### config.mk
export PLATFORM = sky130hd
export DESIGN_NAME = muldiv_sequencer
export DESIGN_NICKNAME = d
export VERILOG_FILES = /design/src/rtl/muldiv_pkg.sv /design/src/rtl/muldiv_sequencer.sv
export SDC_FILE = /design/constraint.sdc
export NUM_CORES = 1
export LEC_CHECK = 0
export CAP_MARGIN = 20
export CELL_PAD_IN_SITES_DETAIL_PLACEMENT = 1
export CELL_PAD_IN_SITES_GLOBAL_PLACEMENT = 1
export CORE_MARGIN = 4
export CORE_UTILIZATION = 45
export DETAILED_ROUTE_END_ITERATION = 8
export HOLD_SLACK_MARGIN = 0.1
export PLACE_DENSITY_LB_ADDON = 0.05
export SLEW_MARGIN = 30
export SYNTH_ARGS = -nofsm -noshare
export SYNTH_HDL_FRONTEND = slang
export SYNTH_SLANG_ARGS = --single-unit
### constraint.sdc
create_clock -name clk -period 7.3 [get_ports clk]
set_clock_uncertainty 0.1 [all_clocks]
set_input_delay 0.73 -clock clk [delete_from_list [all_inputs] [get_ports clk]]
set_output_delay 0.73 -clock clk [all_outputs]
set_load 0.02 [all_outputs]
### src/rtl/muldiv_pkg.sv
// ============================================================================
// Module   : muldiv_pkg
// Purpose  : Shared types and operation predicates for the RV32M sequencer.
// Revision : 1.0 - initial release
// ============================================================================
`default_nettype none

package muldiv_pkg;

    typedef enum logic [2:0] {
        OP_MUL    = 3'b000,
        OP_MULH   = 3'b001,
        OP_MULHSU = 3'b010,
        OP_MULHU  = 3'b011,
        OP_DIV    = 3'b100,
        OP_DIVU   = 3'b101,
        OP_REM    = 3'b110,
        OP_REMU   = 3'b111
    } muldiv_op_e;

    typedef enum logic [1:0] {
        S_IDLE = 2'd0,
        S_CALC = 2'd1,
        S_FIX  = 2'd2,
        S_DONE = 2'd3
    } muldiv_state_e;

    function automatic logic is_div(input muldiv_op_e op);
        return (op inside {OP_DIV, OP_DIVU, OP_REM, OP_REMU});
    endfunction

    function automatic logic is_rem(input muldiv_op_e op);
        return (op inside {OP_REM, OP_REMU});
    endfunction

    function automatic logic is_signed_a(input muldiv_op_e op);
        return (op inside {OP_MULH, OP_MULHSU, OP_DIV, OP_REM});
    endfunction

    function automatic logic is_signed_b(input muldiv_op_e op);
        return (op inside {OP_MULH, OP_DIV, OP_REM});
    endfunction

    function automatic logic wants_high(input muldiv_op_e op);
        return (op inside {OP_MULH, OP_MULHSU, OP_MULHU});
    endfunction

endpackage

`default_nettype wire

### src/rtl/muldiv_sequencer.sv
// ============================================================================
// Module   : muldiv_sequencer
// Purpose  : Iterative RV32M multiply/divide unit, one result bit per cycle.
// Revision : 1.0 - initial release
// ============================================================================
`default_nettype none

module muldiv_sequencer
    import muldiv_pkg::*;
#(
    parameter int WIDTH = 32
) (
    input  logic             clk,
    input  logic             rst_n,
    input  logic             start,
    input  logic [2:0]       funct3,
    input  logic [WIDTH-1:0] operand_a,
    input  logic [WIDTH-1:0] operand_b,
    input  logic             flush,
    output logic             busy,
    output logic             done,
    output logic [WIDTH-1:0] result
);

    localparam int                 c_CNT_W   = $clog2(WIDTH);
    localparam logic [c_CNT_W-1:0] c_LAST    = c_CNT_W'(WIDTH - 1);
    localparam logic [WIDTH-1:0]   c_MIN_NEG = {1'b1, {(WIDTH-1){1'b0}}};

    muldiv_state_e      r_state;
    muldiv_state_e      w_state_next;
    muldiv_op_e         r_op;
    logic               r_sign_a;
    logic               r_sign_b;
    logic [WIDTH-1:0]   r_mag_a;
    logic [WIDTH-1:0]   r_mag_b;
    logic [c_CNT_W-1:0] r_cnt;
    logic [2*WIDTH-1:0] r_acc;
    logic [WIDTH:0]     r_rem;
    logic [WIDTH-1:0]   r_quo;
    logic               r_busy;
    logic               r_done;
    logic [WIDTH-1:0]   r_result;

    muldiv_op_e         w_op;
    logic               w_accept;
    logic               w_div_zero;
    logic               w_overflow;
    logic               w_special;
    logic [WIDTH-1:0]   w_special_result;
    logic               w_in_sign_a;
    logic               w_in_sign_b;
    logic [WIDTH-1:0]   w_in_mag_a;
    logic [WIDTH-1:0]   w_in_mag_b;
    logic [WIDTH:0]     w_mul_sum;
    logic [WIDTH+1:0]   w_div_shift;
    logic [WIDTH+1:0]   w_div_sub;
    logic [2*WIDTH-1:0] w_prod;
    logic [WIDTH-1:0]   w_quo;
    logic [WIDTH-1:0]   w_rem;
    logic [WIDTH-1:0]   w_fix_result;

    assign busy   = r_busy;
    assign done   = r_done;
    assign result = r_result;

    // ---------------- request decode ----------------
    assign w_op       = muldiv_op_e'(funct3);
    assign w_accept   = (r_state == S_IDLE) && start && !flush;
    assign w_div_zero = is_div(w_op) && (operand_b == '0);
    assign w_overflow = ((w_op == OP_DIV) || (w_op == OP_REM)) &&
                        (operand_a == c_MIN_NEG) && (operand_b == '1);
    assign w_special  = w_div_zero || w_overflow;

    always_comb begin
        w_special_result = '0;
        if (w_div_zero)
            w_special_result = is_rem(w_op) ? operand_a : '1;
        else if (w_overflow)
            w_special_result = is_rem(w_op) ? '0 : c_MIN_NEG;
    end

    assign w_in_sign_a = is_signed_a(w_op) && operand_a[WIDTH-1];
    assign w_in_sign_b = is_signed_b(w_op) && operand_b[WIDTH-1];
    assign w_in_mag_a  = w_in_sign_a ? (-operand_a) : operand_a;
    assign w_in_mag_b  = w_in_sign_b ? (-operand_b) : operand_b;

    // ---------------- iteration step ----------------
    // Multiply: high half accumulates, whole accumulator shifts right so the
    // next multiplier bit lands in bit 0.
    assign w_mul_sum   = {1'b0, r_acc[2*WIDTH-1:WIDTH]} +
                         {1'b0, (r_acc[0] ? r_mag_a : {WIDTH{1'b0}})};
    // Divide: shift next dividend bit into the partial remainder and trial-subtract.
    assign w_div_shift = {r_rem, r_quo[WIDTH-1]};
    assign w_div_sub   = w_div_shift - {2'b00, r_mag_b};

    // ---------------- sign correction and selection ----------------
    assign w_prod = (r_sign_a ^ r_sign_b) ? (-r_acc) : r_acc;
    assign w_quo  = (r_sign_a ^ r_sign_b) ? (-r_quo) : r_quo;
    assign w_rem  = r_sign_a ? (-r_rem[WIDTH-1:0]) : r_rem[WIDTH-1:0];

    always_comb begin
        w_fix_result = w_prod[WIDTH-1:0];
        if (is_div(r_op))
            w_fix_result = is_rem(r_op) ? w_rem : w_quo;
        else if (wants_high(r_op))
            w_fix_result = w_prod[2*WIDTH-1:WIDTH];
    end

    // ---------------- FSM ----------------
    always_comb begin
        w_state_next = r_state;
        case (r_state)
            S_IDLE:  if (start) w_state_next = w_special ? S_DONE : S_CALC;
            S_CALC:  if (r_cnt == c_LAST) w_state_next = S_FIX;
            S_FIX:   w_state_next = S_DONE;
            S_DONE:  w_state_next = S_IDLE;
            default: w_state_next = S_IDLE;
        endcase
        if (flush)
            w_state_next = S_IDLE;
    end

    always_ff @(posedge clk or negedge rst_n) begin
        if (!rst_n) begin
            r_state <= S_IDLE;
            r_busy  <= 1'b0;
            r_done  <= 1'b0;
        end else begin
            r_state <= w_state_next;
            r_busy  <= (w_state_next != S_IDLE);
            r_done  <= (w_state_next == S_DONE);
        end
    end

    // ---------------- datapath ----------------
    always_ff @(posedge clk or negedge rst_n) begin
        if (!rst_n) begin
            r_op     <= OP_MUL;
            r_sign_a <= 1'b0;
            r_sign_b <= 1'b0;
            r_mag_a  <= '0;
            r_mag_b  <= '0;
            r_cnt    <= '0;
            r_acc    <= '0;
            r_rem    <= '0;
            r_quo    <= '0;
            r_result <= '0;
        end else begin
            case (r_state)
                S_IDLE: begin
                    if (w_accept) begin
                        r_op     <= w_op;
                        r_sign_a <= w_in_sign_a;
                        r_sign_b <= w_in_sign_b;
                        r_mag_a  <= w_in_mag_a;
                        r_mag_b  <= w_in_mag_b;
                        r_cnt    <= '0;
                        r_acc    <= {{WIDTH{1'b0}}, w_in_mag_b};
                        r_rem    <= '0;
                        r_quo    <= w_in_mag_a;
                        if (w_special)
                            r_result <= w_special_result;
                    end
                end
                S_CALC: begin
                    r_cnt <= r_cnt + c_CNT_W'(1);
                    if (is_div(r_op)) begin
                        r_rem <= w_div_sub[WIDTH+1] ? w_div_shift[WIDTH:0] : w_div_sub[WIDTH:0];
                        r_quo <= {r_quo[WIDTH-2:0], ~w_div_sub[WIDTH+1]};
                    end else begin
                        r_acc <= {w_mul_sum, r_acc[WIDTH-1:1]};
                    end
                end
                S_FIX: begin
                    if (!flush)
                        r_result <= w_fix_result;
                end
                default: ;
            endcase
        end
    end

endmodule

`default_nettype wire

==> impl_summary.log <==
INFO  metric design.die.area = 44,500 um2
INFO  metric via_count_of_the_first_global_routing_pass = 18,900
INFO  metric top_level_ports = 105
INFO  metric synth_compound_area_share = 25.0%
INFO  metric post_cts_resized = 0
INFO  metric max-slew-margin-rel = 27.7%
INFO  metric post_synth_inst_count = 2,378
INFO  metric synthesis.nets = 2,523
INFO  metric synth_edf_count = 0
INFO  metric cpPeakStageDelay = 0.76 ns
INFO  metric worst_slew_pin_tran = 1.08 ns
INFO  metric hold_viol_final = 0
INFO  metric synth_fa_ha_area_share = 5.08%
INFO  metric num-fill-cells = 4,955
INFO  metric port_buffers = 104
INFO  metric floorplan.initialDensity = 45.5%
INFO  metric worst_skew_pair.late_latency = 0.59 ns
INFO  metric maximum_vdd_drop = 268 uV
INFO  metric fin_nets = 2,550
INFO  metric cp_top_family = simple AND/OR/NAND/NOR gates
INFO  metric cell_area_synth = 18,500 um2
INFO  metric slew_viol_final = 0
INFO  metric global_route.usage.total = 33.6%
INFO  metric post-place-ws = 2.31 ns
INFO  metric powerDensity = 441 nW/um2
INFO  metric synth-warning-count = 0
INFO  metric layout_overhead_on_the_synthesized_area = 13.1%
INFO  metric setup_repair_after_global_routing_missed_its_margin = no
INFO  metric synth_ff_type = sky130_fd_sc_hd__dfrtp_1
INFO  metric cp_slowest_cell = sky130_fd_sc_hd__nor4_1
INFO  metric critPathMaxFanout = 60
INFO  metric synth_top_family_by_area = compound AO/OA/AOI/OAI gates
INFO  metric ys_top_cells_by_count = sky130_fd_sc_hd__nand2_1, sky130_fd_sc_hd__o21ai_0, sky130_fd_sc_hd__dfrtp_1
INFO  metric criticalPathCategory = input pin to register
INFO  metric yosys-top-cells-area = sky130_fd_sc_hd__dfrtp_1, sky130_fd_sc_hd__o21ai_0, sky130_fd_sc_hd__nand2_1
INFO  metric regToRegStartpoint = r_acc[0]$_DFFE_PN0P_
INFO  metric synth.yosys.seq_area_share = 32.3%
INFO  metric synth_async_sr_flop_share = 100%
INFO  metric cts.htree.levels = 1
INFO  metric finalCriticalPeriod = 4.46 ns
INFO  metric worstSetupStartpoint = operand_a[14]
INFO  metric timing.setup.tns = 0 ns
INFO  metric cts_tree = yes
INFO  metric vias_per_cell = 6.32
INFO  metric fraction_of_synthesized_cell_area_taken_by_the_top_area_cell_type = 32.3%
INFO  metric critical_path.cell_chain = clkdlybuf4s50_1, nor4_1, nand3_1, nor3b_2, or3b_1, o31ai_4, o211ai_4, buf_4, a2111oi_0, o21ai_0, o311a_1
INFO  metric grt_start_max_net_pins = 136
INFO  metric tritoncts.num_buffers = 30
INFO  metric static-leakage-power = 8.78 nW
INFO  metric dp.final_hpwl = 58,200 um
INFO  metric routedWlPerCell = 25.8 um
INFO  metric globalplace.congestion = 0.985
INFO  metric cp.arrival = 4.83 ns
INFO  metric synthMuxAreaShare = 1.52%
INFO  metric grt_first_pass_wirelength = 117,000 um
INFO  metric drt_pre_antenna_iters = 5
INFO  metric min_period_over_period = 61.1%
INFO  metric synthMostInstantiatedCell = sky130_fd_sc_hd__nand2_1
INFO  metric post_synth_and_or_nand_nor_area_fraction = 21.0%
INFO  metric final_global_route_overflow_total = 0
INFO  metric synth_largest_area_cell = sky130_fd_sc_hd__dfrtp_1
INFO  metric worst_hold_startpoint = r_mag_a[31]$_DFFE_PN0P_
INFO  metric timing.final.setup_violations = 0
INFO  metric hold_path_class = register to register
INFO  metric die_w = 211 um
INFO  metric post_synth_xor_xnor_area = 10.9%
INFO  metric worstSetupStartpointType = input pin
INFO  metric core-area = 40,700 um2
INFO  metric grt_antenna_before_repair = 3
INFO  metric number_of_drc_violations_after_detailed_routing = 0
INFO  metric post-cts-setup-buffers = 0
INFO  metric clock-sinks = 239
INFO  metric maxCapViolCount = 0
INFO  metric post_synth.cell_area_avg = 7.79 um2
INFO  metric critPathBufInv = 2
INFO  metric ctsHoldBuffers = 0
INFO  metric worst_setup_hold_path_clk_slew = 0.06 ns
INFO  metric cts_buffer_depth = 3
INFO  metric root_buffer = sky130_fd_sc_hd__clkbuf_16
INFO  metric routed-via-count = 18,700
INFO  metric unique_masters_post_synth = 78
INFO  metric end_kind = register
INFO  metric antenna_cells = 0
INFO  metric maxClockFrequency = 224 MHz
INFO  metric drive_gt1_share = 4.74%
INFO  metric drt-initial-drc-count = 1,640
INFO  metric ant_nets = 0
INFO  metric yosys_register_bits = 239
INFO  metric critical_path_required = 7.67 ns
INFO  metric wl = 76,400 um
INFO  metric num_rows = 74
INFO  metric die_h = 211 um
INFO  metric post-route-worst-setup-slack = 2.84 ns
INFO  metric run_status = finished clean
worst reg2reg max path, delay by kind of cell (launching register included):
| kind | cells | cell delay [ns] |
|---|---|---|
| AND/OR/NAND/NOR | 3 | 0.47 |
| flip-flops | 1 | 0.32 |
| adder cells (fa/ha/maj) | 2 | 0.62 |
| multiplexers | 1 | 0.24 |
| buffers and inverters | 2 | 0.48 |
| AO/OA/AOI/OAI | 6 | 1.93 |
per-layer routing:
metal	global-route usage (%)	part of all wire (%)	up-vias	routed length [um]
met3	6.52	7.2	127	5520
met1	46.4	44	9368	33300
met5	0.539	0.041	-	31
li1	-	-	8540	-
met4	8.92	3.1	2	2370
met2	54.3	46	642	35200
cells in the final DEF (no fill, tap or decap), types with 70 or more instances in the layout:
cell type and instances:
sky130_fd_sc_hd__a21oi_1 189, sky130_fd_sc_hd__clkdlybuf4s50_1 103, sky130_fd_sc_hd__dfrtp_1 239, sky130_fd_sc_hd__ha_1 72, sky130_fd_sc_hd__inv_1 70, sky130_fd_sc_hd__nand2_1 340, sky130_fd_sc_hd__nor2_1 192, sky130_fd_sc_hd__o21ai_0 317
sky130_fd_sc_hd__xnor2_1 115, sky130_fd_sc_hd__xor2_1 113
cells by family (layout without fill, tap and decap cells):
logic type                 count (synthesis)  in the layout
and+or+nand+nor                          830            830
AOI/OAI and AO/OA                        772            772
DFF                                      239            239
xor gates and xnor gates                 230            230
buffers and inverters                    205            252
adders and majority gates                 74             74
muxes                                     28             28
state kept, by name, indices dropped and copies added (netlist names):
register / flops
r_op: 3
r_sign_a: 1
r_mag_a: 32
r_sign_b: 1
result: 32
r_rem: 33
r_state: 2
r_cnt: 5
busy: 1
r_mag_b: 32
r_acc: 64
r_quo: 32
done: 1
metrics by stage:
step	std cells	total power [mW]	instance area, um2	hold WS, ns	util (%)
after CTS	2955	9.15	20900	0.137	51.3
after floorplan	2378	5.85	18500	0.334	-
after global placement	2903	7.46	20000	0.351	49.0
after detailed placement	2903	7.62	20000	0.361	49.0
final	2957	9.23	21000	0.368	51.4
after global routing	2957	9.86	21000	0.395	51.4
report_power, final:
part           switching, mW  internal, mW
Clock                  0.620         0.865
Combinational           3.20          1.97
Sequential             0.796          1.79
final timing paths:
path	endpoint	cells past startpoint	slack, ns
max	result[16]$_DFFE_PN0P_	11	2.84
max reg2reg	r_acc[61]$_DFFE_PN0P_	14	3.03
min in group asynchronous	r_acc[50]$_DFFE_PN0P_	2	0.50
min reg2reg	r_mag_a[31]$_DFFE_PN0P_	2	0.37
min	r_mag_a[31]$_DFFE_PN0P_	2	0.37
max in group asynchronous	r_acc[1]$_DFFE_PN0P_	3	5.51
cell type report:
type                    count  area [um2]  area share [%]
repair buffers            130        1280            6.09
inverters                  70         263            1.25
well taps                 532         666            3.18
clock buffers              45         888            4.24
flip-flops and latches    239        5980            28.5
clock inverters             7        63.8           0.305
multi-input cells        1934       11800            56.4
No activity file was read; power rests on OpenSTA's default activity.
